==> config.mk <==
export PLATFORM = sky130hd
export DESIGN_NAME = tx_burst_sequencer
export DESIGN_NICKNAME = d
export VERILOG_FILES = /design/src/rtl/tx_burst_sequencer.sv
export SDC_FILE = /design/constraint.sdc
export NUM_CORES = 1
export LEC_CHECK = 0
export BUFFER_PORTS_ARGS = -buffer_cell sky130_fd_sc_hd__buf_2
export CORE_ASPECT_RATIO = 1.2
export CORE_MARGIN = 4
export CORE_UTILIZATION = 55
export DETAILED_ROUTE_END_ITERATION = 8
export PLACE_DENSITY = 0.74
export SYNTH_ARGS = -nofsm -noshare
export SYNTH_HDL_FRONTEND = slang
export SYNTH_SLANG_ARGS = --single-unit
export TNS_END_PERCENT = 30
==> constraint.sdc <==
create_clock -name CLK -period 5.1 [get_ports CLK]
set_input_delay 1.02 -clock CLK [delete_from_list [all_inputs] [get_ports CLK]]
set_output_delay 1.02 -clock CLK [all_outputs]
set_load 0.02 [all_outputs]
==> src/rtl/tx_burst_sequencer.sv <==
// Periodic burst transmit-request generator driving the UART TX_En_Sig/TX_Done_Sig handshake.
// Optional macro TX_BURST_CRLF_EN appends a CR/LF pair after every burst.
module tx_burst_sequencer #(
  parameter int                DATA_W    = 8,
  parameter int                CNT_W     = 25,
  parameter int                PERIOD    = 5_999_999,
  parameter int                MSG_LEN   = 4,
  parameter logic [DATA_W-1:0] START_VAL = 8'h32
) (
  input  logic              CLK,
  input  logic              RSTn,
  input  logic              Run,
  input  logic              Mode,
  input  logic              TX_Done_Sig,
  output logic              TX_En_Sig,
  output logic [DATA_W-1:0] TX_Data,
  output logic              Busy,
  output logic              Burst_Done,
  output logic              Overrun
);

  localparam int IDX_W = 9;
  localparam logic [IDX_W-1:0] LAST_IDX = IDX_W'(MSG_LEN - 1);

`ifdef TX_BURST_CRLF_EN
  typedef enum logic [2:0] {IDLE, SEND, GAP, CR, LF} state_t;
`else
  typedef enum logic [1:0] {IDLE, SEND, GAP} state_t;
`endif

  state_t             state_q, state_d;
  logic [CNT_W-1:0]   cnt_q;
  logic [IDX_W-1:0]   idx_q, idx_d;
  logic [DATA_W-1:0]  data_q, data_d;
  logic               pend_q, pend_d;
  logic               done_d, ovr_d;
  logic               tick;

  assign tick = Run && (cnt_q == CNT_W'(PERIOD));

  always_ff @(posedge CLK or negedge RSTn) begin
    if (!RSTn) begin
      cnt_q      <= '0;
      state_q    <= IDLE;
      idx_q      <= '0;
      data_q     <= START_VAL;
      pend_q     <= 1'b0;
      Burst_Done <= 1'b0;
      Overrun    <= 1'b0;
    end else begin
      if (!Run || cnt_q == CNT_W'(PERIOD))
        cnt_q <= '0;
      else
        cnt_q <= cnt_q + 1'b1;
      state_q    <= state_d;
      idx_q      <= idx_d;
      data_q     <= data_d;
      pend_q     <= pend_d;
      Burst_Done <= done_d;
      Overrun    <= ovr_d;
    end
  end

  // Under CRLF the byte index keeps counting past the data bytes so GAP knows what follows it.
  always_comb begin
    state_d = state_q;
    idx_d   = idx_q;
    data_d  = data_q;
    pend_d  = pend_q;
    done_d  = 1'b0;
    ovr_d   = tick && pend_q;
    if (tick && state_q != IDLE)
      pend_d = 1'b1;
    case (state_q)
      IDLE: begin
        if (tick || pend_q) begin
          state_d = SEND;
          idx_d   = '0;
          pend_d  = 1'b0;
          if (Mode)
            data_d = START_VAL;
        end
      end
      SEND: begin
        if (TX_Done_Sig) begin
          data_d = data_q + 1'b1;
`ifdef TX_BURST_CRLF_EN
          idx_d   = idx_q + 1'b1;
          state_d = GAP;
`else
          if (idx_q == LAST_IDX) begin
            state_d = IDLE;
            done_d  = 1'b1;
          end else begin
            idx_d   = idx_q + 1'b1;
            state_d = GAP;
          end
`endif
        end
      end
      GAP: begin
`ifdef TX_BURST_CRLF_EN
        if (idx_q < IDX_W'(MSG_LEN))
          state_d = SEND;
        else if (idx_q == IDX_W'(MSG_LEN))
          state_d = CR;
        else
          state_d = LF;
`else
        state_d = SEND;
`endif
      end
`ifdef TX_BURST_CRLF_EN
      CR: begin
        if (TX_Done_Sig) begin
          idx_d   = idx_q + 1'b1;
          state_d = GAP;
        end
      end
      LF: begin
        if (TX_Done_Sig) begin
          state_d = IDLE;
          done_d  = 1'b1;
        end
      end
`endif
      default: state_d = IDLE;
    endcase
  end

  always_comb begin
    TX_Data = data_q;
`ifdef TX_BURST_CRLF_EN
    if (state_q == CR)
      TX_Data = DATA_W'(8'h0D);
    else if (state_q == LF)
      TX_Data = DATA_W'(8'h0A);
`endif
  end

`ifdef TX_BURST_CRLF_EN
  assign TX_En_Sig = (state_q == SEND) || (state_q == CR) || (state_q == LF);
`else
  assign TX_En_Sig = (state_q == SEND);
`endif
  assign Busy = (state_q != IDLE);

endmodule

# Word-level counts from Yosys, hierarchy flattened
# Index checks and enable logic that the tools add are counted.
[classes]
n_addsub = 3
reduce_logical = 12
muxes = 19
eq_ne = 8
[op_table]
columns = ["operator", "n"]
rows = [
  ["2-to-1 mux 9 bit", 3],
  ["adder 25 x 1 -> 25 bit, second input constant", 1],
  ["equality test 25 x 23 -> 1 bit, second input constant", 1],
  ["2-to-1 mux 25 bit", 1],
  ["2-to-1 mux 8 bit", 3],
  ["case mux 9 bit (2 select lines)", 1],
  ["case mux 8 bit (2 select lines)", 1],
  ["adder 9 x 1 -> 9 bit, second input constant", 1],
  ["equality test 9 x 2 -> 1 bit, second input constant", 1],
  ["adder 8 x 1 -> 8 bit, second input constant", 1],
  ["inequality test 2 bit, second input constant", 4],
  ["AND reduction 4 bit", 2],
  ["2-to-1 mux 1 bit", 6],
  ["2-to-1 mux 2 bit", 3],
  ["case mux 2 bit (3 select lines)", 1],
  ["nonzero test 2 bit", 2],
  ["logical AND 1 bit", 3],
  ["equality test 2 x 1 -> 1 bit, second input constant", 1],
  ["equality test 2 bit, second input constant", 1],
  ["zero test 2 bit", 1],
  ["logical OR 1 bit", 2],
  ["AND reduction 2 bit", 1],
  ["zero test 1 bit", 1],
]
[word_totals]
inputBits = 5
out_inout_bits = 12
reg_bits = 47

# Longest topological paths before layout
# Gate-level depths: netlist of run 1.
[logic_depth]
ltp_word = 6
ltp_mapped = 6
ltp_nobuf = 5

# Worst setup path before layout of run 1
# OpenSTA, ideal clock, no wires.
[synth_timing]
path_type = "register to register"
start = "register cnt_q[13]"
end = "register idx_q[7]"
arrival_ns = 1.969
setup_slack_ns = 3.005
period_less_slack_ns = 2.095
stages_incl_launch_ff = 5
cell_sequence = "dfrtp_1 > or4_1 > or4_4 > o21a_4 > o32a_1"
[synth_between]
elab_chain_cells = 5
[synth_lines]
columns = ["item", "line_no", "text"]
rows = [
  ["start, declared", "32", "logic [CNT_W-1:0] cnt_q;"],
  ["start signal, assigned", "54", "cnt_q <= cnt_q + 1'b1;"],
  ["equality test 25 x 23 -> 1 bit", "39", "assign tick = Run && (cnt_q == CNT_W'(PERIOD));"],
  ["logical AND 1 bit", "39", ""],
  ["logical OR 1 bit", "76", "if (tick || pend_q) begin"],
  ["inequality test 2 bit (no source line)", "--", ""],
  ["AND reduction 4 bit (no source line)", "--", ""],
  ["end signal, assigned", "56", "idx_q <= idx_d;"],
  ["end, declared", "33", "logic [IDX_W-1:0] idx_q, idx_d;"],
]
# Every way passes these cells.
# A chain may end at the register's enable or synchronous reset.

# Worst setup path after layout of run 1
[layout_timing]
start = "register state_q[1]"
end = "output port TX_En_Sig"
[layout_between]
elab_chain_cells = 1
[layout_lines]
columns = ["item", "line_no", "text"]
rows = [
  ["start, declared", "31", "state_t state_q, state_d;"],
  ["start signal, assigned", "55", "state_q <= state_d;"],
  ["equality test 2 x 1 -> 1 bit", "144", "assign TX_En_Sig = (state_q == SEND);"],
  ["end, declared", "15", "output logic TX_En_Sig,"],
]
# Every way passes these cells.

==> results.rst, run 1 <==
.. list-table::
   :header-rows: 1

   * - Metric
     - Value
   * - Post-layout net count
     - 288
   * - Net Sw Power
     - 0.423 mW
   * - Final TNS setup
     - 0 ps
   * - Cts bufs inserted
     - 5
   * - Most used DFF post-synth
     - sky130_fd_sc_hd__dfrtp_1
   * - Hold Worst Slack
     - 505 ps
   * - Path class of the lowest-slack min-delay path
     - reg2reg
   * - Most frequent standard cell in the layout excluding fill and tap cells
     - sky130_fd_sc_hd__dfrtp_1
   * - Crit path time final
     - 2550 ps
   * - Average cell area after synthesis
     - 9.31 sq um
   * - Path type of the worst setup path
     - reg2out
   * - Level count of the clock H-tree
     - 2
   * - Post-route ant nets
     - 0
   * - Sequential fraction of the synthesis area
     - 0.473
   * - CTS tree
     - done
   * - Area growth syn-to-layout
     - 8.48%
   * - Power share of the sequential group
     - 0.454
   * - Number of vias after detailed routing
     - 2094
   * - Cell taking the most area after synthesis
     - sky130_fd_sc_hd__dfrtp_1
   * - Cells after synthesis
     - 268
   * - Post-synthesis instance area
     - 2490 sq um
   * - Vert. Die Dim
     - 81.8 um
   * - CTS sink count
     - 47
   * - Count of maximum capacitance violations
     - 0
   * - Maximum VDD drop
     - 196 uV
   * - Synthesized Nets
     - 276
   * - Placeable Area
     - 4330 sq um
   * - CTS root buffer
     - sky130_fd_sc_hd__clkbuf_8
   * - Count of port buffers added during placement
     - 16
   * - Yosys cell types
     - 51
   * - EDFF count, synth
     - 0
   * - Number of setup violations in the final report
     - 0
   * - Synth top area share
     - 0.441
   * - First drt pass iteration count
     - 4
   * - Std-Cell Rows
     - 26
   * - Yosys reg bits
     - 47
   * - Clock latency at the later pin of the worst-skew pair
     - 300 ps
   * - Maximum number of pins on one net before global-route repair
     - 48
   * - Total global-route track usage
     - 0.189
   * - Wire length of the first global-routing pass
     - 8690 um
   * - RSZ-0062 raised after global routing
     - false
   * - Average wire per standard cell
     - 15.1 um
   * - Setup Skew
     - 15.5 ps
   * - Synth warnings
     - 0
   * - Full die area
     - 5680 sq um
   * - Layout cells sized above 1
     - 0.121
   * - Number of buffers on the longest clock path
     - 2
   * - Number of global-route vias before repair
     - 1996
   * - DRC violation total after the first TritonRoute iteration
     - 166
   * - IO Count
     - 17
   * - Diode count
     - 0
   * - Internal cell power
     - 0.694 mW
   * - Least-Margin Pin Slew
     - 1040 ps
   * - Count of pins over their slew limit
     - 0
   * - Arrival time at the worst endpoint
     - 1530 ps
   * - Proportion of power drawn by combinational gates
     - 0.300
   * - Post-CTS Setup Repair Bufs
     - 0
   * - GR Overflow Total
     - 0
   * - Leak Pwr
     - 1.11 nW
   * - Post-detailed-route via-to-cell ratio
     - 6.21
   * - Antenna violations before repair
     - 0
   * - Width of the chip
     - 69.5 um
   * - Critical Path Fanout Max
     - 12
   * - Total wire length
     - 5100 um
   * - # resized after CTS
     - 0
   * - Starting utilization of the core area
     - 0.577
   * - Power density over the cells
     - 413 nW/um^2
   * - Fmax
     - 0.393 GHz
   * - Final Hold Vio Count
     - 0
   * - Worst EP required
     - 4080 ps
   * - Net switching share of the total power
     - 0.379
   * - Nature of the critical path endpoint
     - output pin
   * - RD Place Congestion
     - 0.770
   * - Post-detail-place hpwl
     - 3450 um
   * - Largest cells by area after synthesis
     - sky130_fd_sc_hd__dfrtp_1 44%, sky130_fd_sc_hd__a21oi_1 5.8%, sky130_fd_sc_hd__nor2_1 4.5%, sky130_fd_sc_hd__nand3_1 3.2%, sky130_fd_sc_hd__dfstp_2 3.2%
   * - Outcome
     - finished clean
   * - Highest-count cells in the layout ignoring fill and taps
     - 44 x sky130_fd_sc_hd__dfrtp_1, 30 x sky130_fd_sc_hd__nor2_1, 29 x sky130_fd_sc_hd__a21oi_1
   * - Hold-fix buffers, CTS
     - 0
   * - Clock share of power
     - 0.247
   * - Asr flop ratio synth
     - 1.00
   * - Clock-pin slew of the registers on the worst-case setup and hold paths
     - 100 ps
   * - Kind of launch point of the worst setup path
     - flip-flop
   * - Detailed-route DRC error count
     - 0
   * - Ratio of final minimum period to clock period
     - 0.499
   * - Max_slew headroom
     - 0.306
## cell families (layout without fill, tap and decap cells)
| family | Yosys count | in the layout | synth area share |
|---|---|---|---|
| xor+xnor | 12 | 12 | 0.0421 |
| compound gates | 72 | 72 | 0.188 |
| flops | 47 | 47 | 0.473 |
| fa+ha+maj | 3 | 3 | 0.0150 |
| buf+inv | 22 | 35 | 0.0371 |
| simple gates | 111 | 111 | 0.241 |
| mux | 1 | 1 | 0.00401 |
## cell type report
cell class / instances / area (sq um)
clock buffer: 5 / 68.8
clock inverter: 3 / 43.8
fill: 361 / 1620
inverter: 11 / 41.3
multi-input combinational: 199 / 1220
sequential: 47 / 1180
tap: 56 / 70.1
timing repair buffer: 16 / 80.1
## power groups by stage
stage	Sequential, mW	Clock [mW]	Combinational (mW)
after floorplan	0.515	0	0.231
after global placement	0.510	0	0.329
after detailed placement	0.513	0	0.332
after CTS	0.505	0.282	0.333
after global routing	0.520	0.296	0.369
final	0.507	0.275	0.335
## synthesized netlist by cell type (all sizes together), types with 3 or more instances
cell type and instances:
a31oi 3, o31ai 6, or3 7, inv 11
nand4 5, a21oi 29, and3 3, nor4 4
dfstp 3, nor3 3, and4 3, ha 3
buf 4, dfrtp 44, o311a 4, o21ai 14
xor2 4, nor2 30, clkbuf 7, xnor2 8
a41oi 4, or4 10, nand3 16, nand2 18
## final timing paths
check | startpoint | endpoint | slack (ps) | depth (start not counted)
max | state_q[1]$_DFFE_PN0P_ | TX_En_Sig | 2550 | 2
min | TX_Data[1]$_DFFE_PN1P_ | TX_Data[1]$_DFFE_PN1P_ | 500 | 2
max reg2reg | cnt_q[13]$_DFF_PN0_ | cnt_q[8]$_DFF_PN0_ | 2560 | 4
min reg2reg | TX_Data[1]$_DFFE_PN1P_ | TX_Data[1]$_DFFE_PN1P_ | 500 | 2
min in group asynchronous | RSTn | idx_q[0]$_DFFE_PN0P_ | 890 | 1
max in group asynchronous | RSTn | cnt_q[15]$_DFF_PN0_ | 3550 | 1
## critical path: stages, from the launching register on
cell	delay (ps)
sky130_fd_sc_hd__dfrtp_1	500
sky130_fd_sc_hd__nor2b_1	460
sky130_fd_sc_hd__buf_2	260
## sequential cells by signal (all words and copies together), names as in the netlist
signal / count
Burst_Done: 1
Overrun: 1
TX_Data: 8
cnt_q: 25
idx_q: 9
pend_q: 1
state_q: 2
## per-stage QoR
stage	cell area (sq um)	utilization	std cells	total power, mW	setup slack [ps]
detailed placement	2590	0.599	329	0.845	2490
CTS	2710	0.626	337	1.12	2490
floorplan	2490	-	268	0.745	3000
finish	2710	0.626	337	1.12	2550
global placement	2590	0.599	329	0.840	2550
global route	2710	0.626	337	1.18	2320
## layer usage
metal | up-vias | part of all wire | global-route usage
met3 | 12 | 0.042 | 0.0367
met5 | - | 0 | 0
met4 | 0 | 0.019 | 0.0898
li1 | 1018 | - | -
met1 | 1008 | 0.44 | 0.223
met2 | 56 | 0.50 | 0.333
No activity file was read; power rests on OpenSTA's default activity.
==> run 2: changes to the inputs <==
--- a/config.mk
+++ b/config.mk
@@ -8,9 +8,9 @@
 export BUFFER_PORTS_ARGS = -buffer_cell sky130_fd_sc_hd__buf_2
 export CORE_ASPECT_RATIO = 1.2
 export CORE_MARGIN = 4
-export CORE_UTILIZATION = 55
+export CORE_UTILIZATION = 54
 export DETAILED_ROUTE_END_ITERATION = 8
-export PLACE_DENSITY = 0.74
+export PLACE_DENSITY = 0.75
 export SYNTH_ARGS = -nofsm -noshare
 export SYNTH_HDL_FRONTEND = slang
 export SYNTH_SLANG_ARGS = --single-unit
==> constraint.sdc (replaced) <==
create_clock -name CLK -period 2.1 [get_ports CLK]
set_input_delay 0.42 -clock CLK [delete_from_list [all_inputs] [get_ports CLK]]
set_output_delay 0.42 -clock CLK [all_outputs]
set_load 0.02 [all_outputs]
==> run 2 against run 1 <==
Effect of this change: sequential power rose by 140%; global-route usage is 2.3 points higher; utilization increased by 5.0 points; register-to-register slack got worse by 2500 ps; critical endpoint is now idx_q[5]$_DFFE_PN0P_; power grew 140%; first-iteration DRC count down 9.0%.
==> results.rst, run 2 (synthesis gave the netlist of run 1 again) <==
.. list-table::
   :header-rows: 1

   * - Metric
     - Value
   * - Number of global-route vias before repair
     - 2143 (+7.4%)
   * - Max_slew headroom
     - 0.629 (+0.323)
   * - RR Endpoint
     - idx_q[5]$_DFFE_PN0P_
   * - First drt pass iteration count
     - 4 (unchanged)
   * - Path class of the lowest-slack min-delay path
     - in2async
   * - Leak Pwr
     - 1.23 nW (+11%)
   * - Most frequent standard cell in the layout excluding fill and tap cells
     - sky130_fd_sc_hd__dfrtp_1
   * - Layout cells sized above 1
     - 0.207 (+0.0856)
   * - Starting utilization of the core area
     - 0.572 (-0.00430)
   * - Path depth of the worst reg2reg path
     - 4 (unchanged)
   * - CTS sink count
     - 47 (unchanged)
   * - Reg-to-reg slack, setup
     - 40 ps (-2520 ps)
   * - Arrival time at the worst endpoint
     - 2240 ps (+710 ps)
   * - Placeable Area
     - 4360 sq um (+0.75%)
   * - Flip-flop count of the largest register after layout
     - 25 (unchanged)
   * - Outcome
     - finished clean
   * - Fmax
     - 0.486 GHz
   * - Maximum number of pins on one net before global-route repair
     - 26 (-46%)
   * - Area growth syn-to-layout
     - 18.0%
   * - Path type of the worst setup path
     - reg2reg
   * - IO Count
     - 17 (unchanged)
   * - Count of pins over their slew limit
     - 0 (unchanged)
   * - Placed standard-cell area
     - 2790 sq um (+7.6%)
   * - Diode count
     - 0 (unchanged)
   * - Clock latency at the later pin of the worst-skew pair
     - 300 ps (about the same)
   * - Cts bufs inserted
     - 5 (unchanged)
   * - Post-layout net count
     - 312 (+8.3%)
   * - Kind of launch point of the worst setup path
     - flip-flop
   * - CTS root buffer
     - sky130_fd_sc_hd__clkbuf_8
   * - Most flop-heavy register
     - cnt_q
   * - Count of maximum capacitance violations
     - 0 (unchanged)
   * - DRC violation total after the first TritonRoute iteration
     - 151 (-9.0%)
   * - Post-route design area
     - 2940 sq um (+8.7%)
   * - Ratio of final minimum period to clock period
     - 0.981
   * - Power density over the cells
     - 929 nW/um^2 (+130%)
   * - Width of the chip
     - 70.1 um (+0.82%)
   * - Number of vias after detailed routing
     - 2178 (+4.0%)
   * - Detailed-route DRC error count
     - 0 (unchanged)
   * - Total wire length
     - 5560 um (+9.1%)
   * - CTS tree
     - done
   * - Number of setup violations in the final report
     - 0 (unchanged)
   * - Nature of the critical path endpoint
     - flip-flop
   * - Worst EP required
     - 2280 ps (-1800 ps)
   * - Clock-pin slew of the registers on the worst-case setup and hold paths
     - 90 ps (about the same)
   * - Post-route ant nets
     - 0 (unchanged)
   * - Final Hold Vio Count
     - 0 (unchanged)
   * - Setup Skew
     - 7.48 ps (-8.06 ps)
   * - Total global-route track usage
     - 0.211 (+0.0226)
   * - RD Place Congestion
     - 0.798 (+3.6%)
   * - Maximum VDD drop
     - 537 uV (+170%)
   * - Least-Margin Pin Slew
     - 556 ps (-484 ps)
   * - Std-Cell Rows
     - 26 (unchanged)
   * - Highest-count cells in the layout ignoring fill and taps
     - 43 x sky130_fd_sc_hd__dfrtp_1, 30 x sky130_fd_sc_hd__nor2_1, 29 x sky130_fd_sc_hd__a21oi_1
   * - Crit path time final
     - 2060 ps
   * - Full die area
     - 5780 sq um (+1.7%)
   * - Post-detailed-route via-to-cell ratio
     - 6.03 (-2.9%)
   * - Critical R2R Launch
     - cnt_q[13]$_DFF_PN0_
   * - Vert. Die Dim
     - 82.5 um (+0.83%)
   * - Final total power
     - 2.73 mW (+140%)
   * - Average wire per standard cell
     - 15.4 um (+1.8%)
   * - GR Overflow Total
     - 0 (unchanged)
   * - Post-detail-place hpwl
     - 4020 um (+17%)
   * - Number of buffers on the longest clock path
     - 2 (unchanged)
   * - Critical Path Fanout Max
     - 4 (-8)
   * - Level count of the clock H-tree
     - 2 (unchanged)
   * - RSZ-0062 raised after global routing
     - true
   * - Count of port buffers added during placement
     - 16 (unchanged)
   * - Antenna violations before repair
     - 0 (unchanged)
   * - Wire length of the first global-routing pass
     - 9650 um (+11%)
==> run 2: per-stage QoR <==
| stage | utilization | hold slack [ps] | TNS [ps] | std cells | setup slack [ps] |
|---|---|---|---|---|---|
| final | 0.675 | 96.7 | 0 | 361 | 40.5 |
| after detailed placement | 0.640 | 448 | -71.1 | 352 | -44.2 |
| after global placement | 0.640 | 445 | 0 | 352 | 17.0 |
| after CTS | 0.665 | 115 | 0 | 360 | 10.9 |
| after floorplan | - | 124 | 0 | 268 | 4.64 |
| after global routing | 0.675 | 142 | -15.3 | 361 | -15.3 |
==> run 2: worst max-delay path, cell delays in order (launching register included) <==
cell,delay (ps)
sky130_fd_sc_hd__dfrtp_1,380
sky130_fd_sc_hd__or4_1,510
sky130_fd_sc_hd__or4_4,460
sky130_fd_sc_hd__o21a_4,240
sky130_fd_sc_hd__o32a_1,350
==> run 2: final cells by class <==
| class | count | area [sq um] |
|---|---|---|
| Fill cell | 347 | 1420 |
| Multi-Input combinational cell | 199 | 1260 |
| Sequential cell | 47 | 1180 |
| Timing Repair Buffer | 40 | 289 |
| Clock buffer | 8 | 100 |
| Tap cell | 56 | 70.1 |
| Inverter | 11 | 41.3 |
==> run 2: layer usage <==
layer	global-route usage	wire [um]
met2	0.377	2790
met5	0	0
met3	0.0375	203
met4	0.0824	100
met1	0.256	2460
==> run 2: power by group <==
| part | internal, mW | switching [mW] | leakage [nW] |
|---|---|---|---|
| Clock | 0.301 | 0.296 | 0.0515 |
| Combinational | 0.349 | 0.545 | 0.552 |
| Sequential | 1.05 | 0.195 | 0.629 |
==> run 2: worst max-delay path by stage <==
stage / depth (start not counted) / slack [ps] / to / from
final: 4 / 40 / idx_q[5]$_DFFE_PN0P_ / cnt_q[13]$_DFF_PN0_
after global routing: 4 / -20 / idx_q[5]$_DFFE_PN0P_ / cnt_q[13]$_DFF_PN0_
after floorplan: 4 / 5 / idx_q[7]$_DFFE_PN0P_ / cnt_q[13]$_DFF_PN0_
after detailed placement: 5 / -40 / TX_Data[4]$_DFFE_PN1P_ / cnt_q[13]$_DFF_PN0_
after CTS: 6 / 10 / idx_q[5]$_DFFE_PN0P_ / cnt_q[0]$_DFF_PN0_
after global placement: 4 / 20 / idx_q[5]$_DFFE_PN0P_ / cnt_q[13]$_DFF_PN0_
==> run 2: repair_timing <==
action / in CTS / in global routing
resized for setup: 2 / 7
setup endpoints to repair: 5 / 13
pin swaps: 1 / 1
hold buffers: 0 / 0
setup buffers: 0 / 1
==> run 3: changes to the inputs <==
--- a/config.mk
+++ b/config.mk
@@ -5,12 +5,14 @@
 export SDC_FILE = /design/constraint.sdc
 export NUM_CORES = 1
 export LEC_CHECK = 0
+export ABC_AREA = 1
 export BUFFER_PORTS_ARGS = -buffer_cell sky130_fd_sc_hd__buf_2
 export CORE_ASPECT_RATIO = 1.2
 export CORE_MARGIN = 4
-export CORE_UTILIZATION = 54
+export CORE_UTILIZATION = 55
 export DETAILED_ROUTE_END_ITERATION = 8
-export PLACE_DENSITY = 0.75
+export GPL_TIMING_DRIVEN = 0
+export PLACE_DENSITY = 0.76
 export SYNTH_ARGS = -nofsm -noshare
 export SYNTH_HDL_FRONTEND = slang
 export SYNTH_SLANG_ARGS = --single-unit
==> run 3 against run 2 <==
Effect of this change: combinational power is 0.6% lower; largest cell class unchanged; design area rose by 3.1%; power decreased by 7.4%; largest power group unchanged; clock skew about the same; clock-buffer cell count shrank 1; worst hold slack improved by 200 ps; critical path type unchanged; maximum frequency grew 4.9%; global-route usage rose by 2.3 points.
==> results.rst, run 3 <==
.. list-table::
   :header-rows: 1

   * - Metric
     - Value
   * - Most frequent standard cell in the layout excluding fill and tap cells
     - sky130_fd_sc_hd__nand2_1
   * - Fmax
     - 0.509 GHz (+4.9%)
   * - Most used DFF post-synth
     - sky130_fd_sc_hd__dfrtp_1
   * - Area growth syn-to-layout
     - 9.63%
   * - Total wire length
     - 6490 um (+17%)
   * - Setup Skew
     - 7.76 ps (+0.277 ps)
   * - Final Hold Vio Count
     - 0 (unchanged)
   * - Cells after synthesis
     - 381 (+42%)
   * - Max_slew headroom
     - 0.313 (-0.317)
   * - Internal cell power
     - 1.52 mW (-11%)
   * - Cell taking the most area after synthesis
     - sky130_fd_sc_hd__dfrtp_1
   * - Vert. Die Dim
     - 85.7 um (+3.9%)
   * - Hold-fix buffers, CTS
     - 0 (unchanged)
   * - Net Sw Power
     - 1.01 mW (-2.2%)
   * - Synth top cells by count
     - 88 x sky130_fd_sc_hd__nand2_1, 75 x sky130_fd_sc_hd__nor2_1, 44 x sky130_fd_sc_hd__dfrtp_1
   * - First drt pass iteration count
     - 4 (unchanged)
   * - Count of pins over their slew limit
     - 0 (unchanged)
   * - Kind of launch point of the worst setup path
     - flip-flop
   * - Yosys cell types
     - 28 (-45%)
   * - Largest cells by area after synthesis
     - sky130_fd_sc_hd__dfrtp_1 40%, sky130_fd_sc_hd__nand2_1 12%, sky130_fd_sc_hd__nor2_1 10%, sky130_fd_sc_hd__nand4_1 6.3%, sky130_fd_sc_hd__inv_1 5.6%
   * - Average cell area after synthesis
     - 7.26 sq um (-22%)
   * - Path type of the worst setup path
     - reg2reg
   * - Synthesized Nets
     - 389 (+41%)
   * - Detailed-route DRC error count
     - 0 (unchanged)
   * - Leak Pwr
     - 1.36 nW (+10%)
   * - Outcome
     - finished clean
   * - Level count of the clock H-tree
     - 2 (unchanged)
   * - Layout cells sized above 1
     - 0.111 (-0.0960)
   * - IO Count
     - 17 (unchanged)
   * - Post-route ant nets
     - 0 (unchanged)
   * - Power density over the cells
     - 835 nW/um^2 (-10%)
   * - CTS root buffer
     - sky130_fd_sc_hd__clkbuf_8
   * - Power share of the sequential group
     - 0.437 (-0.018)
   * - Number of setup violations in the final report
     - 0 (unchanged)
   * - Diode count
     - 0 (unchanged)
   * - EDFF count, synth
     - 0 (unchanged)
   * - Maximum number of pins on one net before global-route repair
     - 48 (+85%)
   * - CTS sink count
     - 47 (unchanged)
   * - Path class of the lowest-slack min-delay path
     - in2async
   * - GR Overflow Total
     - 0 (unchanged)
   * - Proportion of power drawn by combinational gates
     - 0.351 (+0.024)
   * - Critical Path Fanout Max
     - 10 (+6)
   * - Clock latency at the later pin of the worst-skew pair
     - 290 ps (about the same)
   * - Post-synthesis instance area
     - 2770 sq um (+11%)
   * - Peak per-stage delay on the critical path
     - 410 ps (-100 ps)
   * - Maximum VDD drop
     - 743 uV (+38%)
   * - Flip-flop count of the largest register after layout
     - 25 (unchanged)
   * - Crit path time final
     - 1960 ps (-95.4 ps)
   * - Std-Cell Rows
     - 28 (+7.7%)
   * - Asr flop ratio synth
     - 1.00 (unchanged)
   * - Reg-to-reg slack, setup
     - 140 ps (+100 ps)
   * - Net switching share of the total power
     - 0.400 (+0.0213)
   * - Number of vias after detailed routing
     - 2592 (+19%)
   * - Highest-count cells in the layout ignoring fill and taps
     - 88 x sky130_fd_sc_hd__nand2_1, 75 x sky130_fd_sc_hd__nor2_1, 44 x sky130_fd_sc_hd__dfrtp_1
   * - RD Place Congestion
     - 0.903 (+13%)
   * - Number of inserted filler cells in the final layout
     - 472 (+36%)
   * - Worst path cell trace
     - ha_1 -> nand3_1 -> nor3_1 -> nand4_1 -> nand2_2 -> buf_6 -> nor3_1
   * - Slowest library cell on the worst path
     - sky130_fd_sc_hd__dfrtp_1
   * - Total global-route track usage
     - 0.234 (+0.0228)
   * - Nature of the critical path endpoint
     - flip-flop
   * - RR Endpoint
     - cnt_q[8]$_DFF_PN0_
   * - Hold Worst Slack
     - 296 ps (+199 ps)
   * - Cts bufs inserted
     - 5 (unchanged)
   * - Synth top area share
     - 0.398 (-0.0433)
   * - Most flop-heavy register
     - cnt_q
   * - Post-detail-place hpwl
     - 4790 um (+19%)
   * - Most common cell in the netlist
     - sky130_fd_sc_hd__nand2_1
   * - Post-layout net count
     - 414 (+33%)
   * - Wire length of the first global-routing pass
     - 11500 um (+19%)
   * - Synth warnings
     - 0 (unchanged)
   * - Average wire per standard cell
     - 13.9 um (-9.8%)
   * - Starting utilization of the core area
     - 0.564 (-0.00830)
   * - Count of port buffers added during placement
     - 16 (unchanged)
   * - Yosys reg bits
     - 47 (unchanged)
   * - Clock-pin slew of the registers on the worst-case setup and hold paths
     - 90 ps (about the same)
   * - Path depth of the worst reg2reg path
     - 7 (+3)
   * - DRC violation total after the first TritonRoute iteration
     - 188 (+25%)
   * - Least-Margin Pin Slew
     - 1030 ps (+475 ps)
   * - Worst EP required
     - 2280 ps (about the same)
   * - Number of buffers and inverters on the critical path
     - 1 (+1)
   * - Clock share of power
     - 0.212 (-0.006)
   * - CTS tree
     - done
   * - Sequential fraction of the synthesis area
     - 0.427 (-0.0464)
   * - Number of buffers on the longest clock path
     - 2 (unchanged)
   * - Full die area
     - 6230 sq um (+7.9%)
   * - Post-detailed-route via-to-cell ratio
     - 5.55 (-8.0%)
   * - Library cell appearing most often on the critical path
     - sky130_fd_sc_hd__nor3_1
   * - Count of maximum capacitance violations
     - 0 (unchanged)
   * - Number of global-route vias before repair
     - 2483 (+16%)
   * - Critical R2R Launch
     - cnt_q[0]$_DFF_PN0_
   * - Crit path max-delay family
     - simple AND/OR/NAND/NOR gates
   * - Width of the chip
     - 72.7 um (+3.8%)
   * - Final total power
     - 2.53 mW (-7.4%)
   * - Antenna violations before repair
     - 0 (unchanged)
   * - Ratio of final minimum period to clock period
     - 0.935 (-0.0454)
   * - Arrival time at the worst endpoint
     - 2140 ps (-100 ps)
   * - Placeable Area
     - 4900 sq um (+13%)
run 3: cell type report:
type | instances | area, sq um | area share
multi-input cells | 285 | 1390 | 0.460
flip-flops and latches | 47 | 1180 | 0.389
inverters | 44 | 165 | 0.0545
repair buffers | 18 | 95.1 | 0.0314
clock buffers | 7 | 76.3 | 0.0252
well taps | 60 | 75.1 | 0.0248
plain buffers | 5 | 42.5 | 0.0140
clock inverters | 1 | 5.00 | 0.00165
run 3: cells by family after synthesis:
kind of cell	share of synthesized area
AO/OA/AOI/OAI	0.0330
XOR/XNOR	0.0348
adder cells (fa/ha/maj)	0.0136
buffers and inverters	0.0751
flip-flops	0.427
AND/OR/NAND/NOR	0.417
run 3: worst max path at each step:
stage                  startpoint                    to  slack, ps  depth (start not counted)
6_report       cnt_q[0]$_DFF_PN0_    cnt_q[8]$_DFF_PN0_        140                          7
5_1_grt        cnt_q[0]$_DFF_PN0_   cnt_q[12]$_DFF_PN0_        -10                          7
4_1_cts        cnt_q[0]$_DFF_PN0_    cnt_q[8]$_DFF_PN0_        100                          7
3_5_place_dp   cnt_q[0]$_DFF_PN0_    cnt_q[8]$_DFF_PN0_        110                          7
3_3_place_gp   cnt_q[0]$_DFF_PN0_   cnt_q[14]$_DFF_PN0_        100                          7
2_1_floorplan  cnt_q[0]$_DFF_PN0_  idx_q[6]$_DFFE_PN0P_        520                         10
run 3: worst register-to-register path, cell delays in order, from the launching register on:
cell	delay, ps
sky130_fd_sc_hd__dfrtp_1	410
sky130_fd_sc_hd__ha_1	260
sky130_fd_sc_hd__nand3_1	220
sky130_fd_sc_hd__nor3_1	270
sky130_fd_sc_hd__nand4_1	250
sky130_fd_sc_hd__nand2_2	210
sky130_fd_sc_hd__buf_6	170
sky130_fd_sc_hd__nor3_1	60
run 3: layer usage:
layer | GRT usage | vias up | part of all wire
met5 | 0 | - | 0
met2 | 0.400 | 59 | 0.52
met4 | 0.0973 | 0 | 0.027
met3 | 0.0317 | 12 | 0.036
li1 | - | 1299 | -
met1 | 0.294 | 1222 | 0.42
run 3: power groups by stage:
stage / logic [mW] / registers, mW / clock network, mW
final: 0.889 / 1.11 / 0.536
after floorplan: 0.554 / 1.16 / 0
after detailed placement: 0.860 / 1.12 / 0
after CTS: 0.865 / 1.11 / 0.548
after global routing: 0.991 / 1.12 / 0.591
after global placement: 0.840 / 1.12 / 0
run 3: metrics by stage:
| stage | area [sq um] | utilization | setup slack [ps] | instances | TNS (ps) |
|---|---|---|---|---|---|
| detailed placement | 2920 | 0.596 | 110 | 457 | 0 |
| CTS | 3000 | 0.612 | 95.7 | 465 | 0 |
| finish | 3030 | 0.618 | 136 | 467 | 0 |
| global route | 3030 | 0.618 | -12.4 | 467 | -45.9 |
| floorplan | 2770 | - | 522 | 381 | 0 |
| global placement | 2920 | 0.596 | 95.6 | 457 | 0 |
run 3: repair_timing:
action | in CTS | in global routing
resized for setup | 0 | 2
setup endpoints to repair | 0 | 35
setup buffers | 0 | 2
